==> config.mk <==
export PLATFORM = sky130hd
export DESIGN_NAME = seven_seg_scan_controller
export DESIGN_NICKNAME = d
export VERILOG_FILES = /design/src/rtl/seven_seg_scan_controller_pkg.sv /design/src/rtl/seven_seg_scan_controller_hex_to_7seg.sv /design/src/rtl/seven_seg_scan_controller.sv
export SDC_FILE = /design/constraint.sdc
export NUM_CORES = 1
export LEC_CHECK = 0
export CAP_MARGIN = 20
export CELL_PAD_IN_SITES_DETAIL_PLACEMENT = 0
export CELL_PAD_IN_SITES_GLOBAL_PLACEMENT = 1
export CORE_MARGIN = 3
export CORE_UTILIZATION = 48
export DETAILED_ROUTE_END_ITERATION = 16
export PLACE_DENSITY_LB_ADDON = 0.1
export REMOVE_ABC_BUFFERS = 1
export SLEW_MARGIN = 20
export SYNTH_ARGS = -nofsm -noshare
export SYNTH_HDL_FRONTEND = slang
export SYNTH_HIERARCHICAL = 1
export SYNTH_SLANG_ARGS = --single-unit
==> constraint.sdc <==
create_clock -name CLOCK -period 6.4 [get_ports CLOCK]
set_input_delay 1.28 -clock CLOCK [delete_from_list [all_inputs] [get_ports CLOCK]]
set_output_delay 1.28 -clock CLOCK [all_outputs]
set_load 0.02 [all_outputs]
==> src/rtl/seven_seg_scan_controller_pkg.sv <==
// Shared definitions for the 4-digit 7-segment scan controller:
// slot state encoding, blank/off constants and hex segment patterns.
package seven_seg_scan_controller_pkg;

    typedef enum logic {
        BLANK = 1'b0,
        DRIVE = 1'b1
    } scan_state_e;

    localparam logic [6:0] SEG_BLANK = 7'b1111111;
    localparam logic [3:0] AN_OFF    = 4'b1111;

    // Active-low segment patterns, bit order gfedcba.
    localparam logic [6:0] SEG_HEX_0 = 7'b1000000;
    localparam logic [6:0] SEG_HEX_1 = 7'b1111001;
    localparam logic [6:0] SEG_HEX_2 = 7'b0100100;
    localparam logic [6:0] SEG_HEX_3 = 7'b0110000;
    localparam logic [6:0] SEG_HEX_4 = 7'b0011001;
    localparam logic [6:0] SEG_HEX_5 = 7'b0010010;
    localparam logic [6:0] SEG_HEX_6 = 7'b0000010;
    localparam logic [6:0] SEG_HEX_7 = 7'b1111000;
    localparam logic [6:0] SEG_HEX_8 = 7'b0000000;
    localparam logic [6:0] SEG_HEX_9 = 7'b0010000;
    localparam logic [6:0] SEG_HEX_A = 7'b0001000;
    localparam logic [6:0] SEG_HEX_B = 7'b0000011;
    localparam logic [6:0] SEG_HEX_C = 7'b1000110;
    localparam logic [6:0] SEG_HEX_D = 7'b0100001;
    localparam logic [6:0] SEG_HEX_E = 7'b0000110;
    localparam logic [6:0] SEG_HEX_F = 7'b0001110;

endpackage

==> src/rtl/seven_seg_scan_controller_hex_to_7seg.sv <==
// Combinational nibble to active-low gfedcba segment decoder.
module hex_to_7seg
    import seven_seg_scan_controller_pkg::*;
(
    input  logic [3:0] nibble,
    output logic [6:0] segments
);

    always_comb begin
        segments = SEG_BLANK;
        case (nibble)
            4'h0: segments = SEG_HEX_0;
            4'h1: segments = SEG_HEX_1;
            4'h2: segments = SEG_HEX_2;
            4'h3: segments = SEG_HEX_3;
            4'h4: segments = SEG_HEX_4;
            4'h5: segments = SEG_HEX_5;
            4'h6: segments = SEG_HEX_6;
            4'h7: segments = SEG_HEX_7;
            4'h8: segments = SEG_HEX_8;
            4'h9: segments = SEG_HEX_9;
            4'hA: segments = SEG_HEX_A;
            4'hB: segments = SEG_HEX_B;
            4'hC: segments = SEG_HEX_C;
            4'hD: segments = SEG_HEX_D;
            4'hE: segments = SEG_HEX_E;
            4'hF: segments = SEG_HEX_F;
            default: segments = SEG_BLANK;
        endcase
    end

endmodule

==> src/rtl/seven_seg_scan_controller.sv <==
// Frame-synchronous 4-digit display scanner with anti-ghost blanking,
// PWM brightness and a double-buffered display word with load handshake.
module seven_seg_scan_controller
    import seven_seg_scan_controller_pkg::*;
#(
    parameter int Divider      = 10000,
    parameter int BlankCycles  = 500,
    parameter int NumberOfBits = 14
) (
    input  logic        CLOCK,
    input  logic        Reset,
    input  logic        Load,
    input  logic [15:0] DataIn,
    input  logic [3:0]  DigitEnable,
    input  logic [3:0]  Brightness,
    output logic [3:0]  Transistors,
    output logic [6:0]  Segments,
    output logic [1:0]  Digit,
    output logic        LoadAck
);

    localparam logic [NumberOfBits-1:0] LastCount = NumberOfBits'(Divider - 1);
    localparam logic [NumberOfBits-1:0] LastBlank = NumberOfBits'(BlankCycles - 1);

    scan_state_e             state_q, state_d;
    logic [NumberOfBits-1:0] count_q, count_d;
    logic [1:0]              digit_q, digit_d;
    logic [3:0]              phase_q, phase_d;
    logic [15:0]             shadow_q, shadow_d;
    logic [15:0]             active_q, active_d;
    logic                    pending_q, pending_d;
    logic [3:0]              an_q, an_d;
    logic [6:0]              seg_q, seg_d;
    logic [1:0]              digit_out_q, digit_out_d;
    logic                    ack_q, ack_d;

    logic       slot_end;
    logic       frame_end;
    logic [3:0] cur_nibble;
    logic [6:0] cur_segments;

    assign slot_end   = (count_q == LastCount);
    assign frame_end  = slot_end && (digit_q == 2'd3);
    assign cur_nibble = active_q[{digit_q, 2'b00} +: 4];

    hex_to_7seg u_hex_to_7seg (
        .nibble   (cur_nibble),
        .segments (cur_segments)
    );

    always_comb begin
        count_d = count_q + NumberOfBits'(1);
        digit_d = digit_q;
        if (slot_end) begin
            count_d = '0;
            digit_d = digit_q + 2'd1;
        end
    end

    always_ff @(posedge CLOCK or negedge Reset) begin
        if (!Reset) begin
            state_q <= BLANK;
        end else begin
            state_q <= state_d;
        end
    end

    always_comb begin
        state_d = state_q;
        case (state_q)
            BLANK:   if (count_q == LastBlank) state_d = DRIVE;
            DRIVE:   if (slot_end) state_d = BLANK;
            default: state_d = BLANK;
        endcase
    end

    // Phase restarts from zero on every DRIVE entry so each digit sees the same duty pattern.
    always_comb begin
        an_d    = AN_OFF;
        seg_d   = SEG_BLANK;
        phase_d = '0;
        if (state_q == DRIVE) begin
            seg_d   = cur_segments;
            phase_d = phase_q + 4'd1;
            if ((phase_q < Brightness) && DigitEnable[digit_q]) begin
                an_d[digit_q] = 1'b0;
            end
        end
        digit_out_d = digit_q;
    end

    // A Load coinciding with the frame edge still transfers the old shadow; the new word waits a frame.
    always_comb begin
        shadow_d  = shadow_q;
        active_d  = active_q;
        pending_d = pending_q;
        ack_d     = frame_end && pending_q;
        if (ack_d) begin
            active_d  = shadow_q;
            pending_d = 1'b0;
        end
        if (Load) begin
            shadow_d  = DataIn;
            pending_d = 1'b1;
        end
    end

    always_ff @(posedge CLOCK or negedge Reset) begin
        if (!Reset) begin
            count_q     <= '0;
            digit_q     <= 2'd0;
            phase_q     <= 4'd0;
            shadow_q    <= 16'h0000;
            active_q    <= 16'h0000;
            pending_q   <= 1'b0;
            an_q        <= AN_OFF;
            seg_q       <= SEG_BLANK;
            digit_out_q <= 2'd0;
            ack_q       <= 1'b0;
        end else begin
            count_q     <= count_d;
            digit_q     <= digit_d;
            phase_q     <= phase_d;
            shadow_q    <= shadow_d;
            active_q    <= active_d;
            pending_q   <= pending_d;
            an_q        <= an_d;
            seg_q       <= seg_d;
            digit_out_q <= digit_out_d;
            ack_q       <= ack_d;
        end
    end

    assign Transistors = an_q;
    assign Segments    = seg_q;
    assign Digit       = digit_out_q;
    assign LoadAck     = ack_q;

endmodule

==> metrics.md <==
| Metric | Value |
|---|---|
| Status | `finished clean` |
| Wirelength per Cell | `14.4 um` |
| Initial antenna violation count | `0` |
| CP Capture Type | `output pin` |
| Post-Route WL | `around 5.3 mm` |
| Worst hold endpoint | `phase_q[0]` |
| Root Driver | `clkbuf_8` |
| TNS Setup | `0 ps` |
| H-tree Lvls | `3` |
| Hold path depth | `1` |
| Int Power | `646 uW` |
| Top_reg_cell synth | `dfrtp_1` |
| Synthesis warning total | `6` |
| Max-capacitance violation count | `0` |
| Hold Violations, Final | `0` |
| Std-Cell Core Area | `6420 um2` |
| Reg2Reg Capture Point | `active_q[2]` |
| Comb power frac | `0.047` |
| Minimum clock period | `2730 ps` |
| Total track usage | `0.155` |
| Arr. time, crit path | `about 1500 ps` |
| Commonest non-fill, non-tap cell in the layout | `dfrtp_1` |
| Site Rows | `29` |
| Pwr Density | `around 220 nW/um2` |
| Setup Fix Bufs, Post-CTS | `0` |
| Pre-antenna DRT Iters | `4` |
| CP top delay family | `buffers and inverters` |
| Worst min-delay path category | `register to register` |
| Yosys cell types | `40` |
| Dpl cells | `about 350` |
| DRC viols | `0` |
| Pin count of the biggest net entering global routing | `69` |
| CP Launch Type | `register` |
| Final period util | `0.427` |
| Die area | `7700 um2` |
| Port Buffers | `40` |
| Mean post-synth cell area | `roughly 13 um2` |
| Slack of the critical path | `3670 ps` |
| Crit path cell chain | `clkdlybuf4s50_1` |
| CTS tree | `yes` |
| Global route overflow | `0` |
| Seq/Total Area, Yosys | `0.535` |
| Vias in the first global route | `between 1500 and 2000` |
| Clock slew at reported path FFs | `about 70 ps` |
| Die Height | `approximately 88 um` |
| Layout cells sized above 1 | `0.238` |
| Nets | `~330` |
| ANT cells | `0` |
| Post-DP Area | `~3600 um2` |
| Clock Latency Late Sink | `~340 ps` |
| Pleak | `roughly 1.7 nW` |
| Final Hold Slack | `between 400 and 500 ps` |
| Layout area overhead | `19.5%` |
| Setup Viol. Count Final | `0` |
| Sw power | `187 uW` |
| Slowest cell on the critical path | `clkdlybuf4s50_1` |
| Mapped cell area | `between 3000 and 4000 um2` |
| Detail Route Antenna Nets | `0` |
| Clock sink count | `a little under 70` |
| Min-Delay Startpoint | `phase_q[0]` |
| Initial Utilization | `0.500` |
| Pin slew with the least headroom to its limit | `between 900 and 1000 ps` |
| Post-cts repair resize count | `0` |
| Crit path kind | `register to output pin` |
| Initial DRC Count | `89` |
| Slowest stage delay, CP | `approximately 600 ps` |
| First-pass GRT wire length | `slightly above 9 mm` |
| Largest fanout on the critical path | `1` |
| Top cells by area, synth | `dfrtp_1 44%, dfstp_2 9.0%, mux2_2 7.7%` |
| WP data required | `~5100 ps` |
| Synth top area share | `0.444` |
| Pre-CTS WS | `approximately 3600 ps` |
| Final HPWL DP | `around 3.7 mm` |
| Sw Share | `0.225` |
| Fin cells | `roughly 370` |
| Unrepaired setup endpoints after global routing | `no` |
| Leading area contributor after synthesis | `dfrtp_1` |
| I/O Pins | `41` |
| Reg2reg start | `count_q[0]` |
| Final Max Tran Viols | `0` |
| RePlAce Congestion | `just under 0.8` |
| Die width | `slightly below 90 um` |
| Peak VDD IR | `0.122 mV` |
| Fmax | `~370 MHz` |
| Clock tree buffer depth | `2` |
| Most frequent cells in the layout | `57 x dfrtp_1, 39 x clkdlybuf4s50_1, 22 x mux2_2, 16 x ha_1, 15 x nand2_1` |
| Clock Power Share | `0.419` |
| FF-to-FF path depth | `5` |
| Vias | `about 1900` |
| FFs w/ async S/R, synth | `1.00` |
| Vias per cell | `approximately 5.2` |
| Layout Skew | `just under 8 ps` |
| Worst reg-to-reg setup slack | `about 3700 ps` |
| EDFF count, synth | `0` |
| Share of power burned in registers | `0.534` |
| Design area | `approximately 3800 um2` |
| Synth Register Bits | `between 60 and 70` |
| Max_slew headroom | `0.367` |
| Num CTS Buffers | `9` |
| WP buf/inv | `1` |
| Post-synthesis cell count | `~240` |
| CTS Hold Buffers Added | `0` |
[worst max path at each step]
stage                startpoint      endpoint  slack (ps)  cells after the start
finish              Segments[5]   Segments[5]        3670                      1
global route         count_q[0]   active_q[2]        3600                      5
CTS                 Segments[5]   Segments[5]        3640                      1
detailed placement         Load  shadow_q[12]        3580                      2
global placement           Load   shadow_q[1]        3610                      2
floorplan            count_q[0]   active_q[2]        4100                      5
[flip-flops by register name, summed over array words and instances (netlist names)]
signal and flops:
LoadAck 1, Digit 2, count_q 14, active_q 16
pending_q 1, digit_out_d 2, shadow_q 16, Segments 7
state_q 1, Transistors 4, phase_q 4
[metal layers]
layer	vias to the layer above	part of all wire	global-route usage
li1	930	-	-
met2	41	0.45	0.239
met1	939	0.48	0.209
met3	9	0.043	0.0292
met4	0	0.022	0.0837
met5	-	0	0
[cell families after synthesis]
family / synth area share
flip-flops: 0.535
AO/OA/AOI/OAI: 0.0296
multiplexers: 0.184
AND/OR/NAND/NOR: 0.115
buffers and inverters: 0.0355
XOR/XNOR: 0.0382
adder cells (fa/ha/maj): 0.0624
[synthesized netlist by cell type, drive strengths merged (3+ instances only)]
master  count
a21o        3
buf         6
xor2        6
inv        11
ha         16
o21ai       3
mux4        6
xnor2       8
nand3       8
mux2i       4
nor4        3
nand2b     10
and2        3
dfrtp      57
nand2      15
nand4       3
nor3        4
clkbuf      4
dfstp      11
nor2       13
mux2       33
[layout make-up]
cell class                 instances  area, um2
fill                             531       2590
clock inverter                     7       76.3
tap                               77       96.3
inverter                          11       41.3
sequential                        68       1720
timing repair buffer              41        403
multi-input combinational        154       1380
clock buffer                       9        124
[through the flow]
stage	util	total power, mW
CTS	0.597	0.848
floorplan	-	0.464
detailed placement	0.566	0.493
global placement	0.566	0.492
finish	0.597	0.833
global route	0.597	0.871
[power groups by stage]
stage / Clock, mW / Combinational (mW) / Sequential [mW]
6_report: 0.349 / 0.0392 / 0.445
5_1_grt: 0.381 / 0.0439 / 0.446
4_1_cts: 0.362 / 0.0404 / 0.445
3_5_place_dp: 0 / 0.0402 / 0.453
3_3_place_gp: 0 / 0.0393 / 0.453
2_1_floorplan: 0 / 0.0126 / 0.451
No activity file was read; power rests on OpenSTA's default activity.
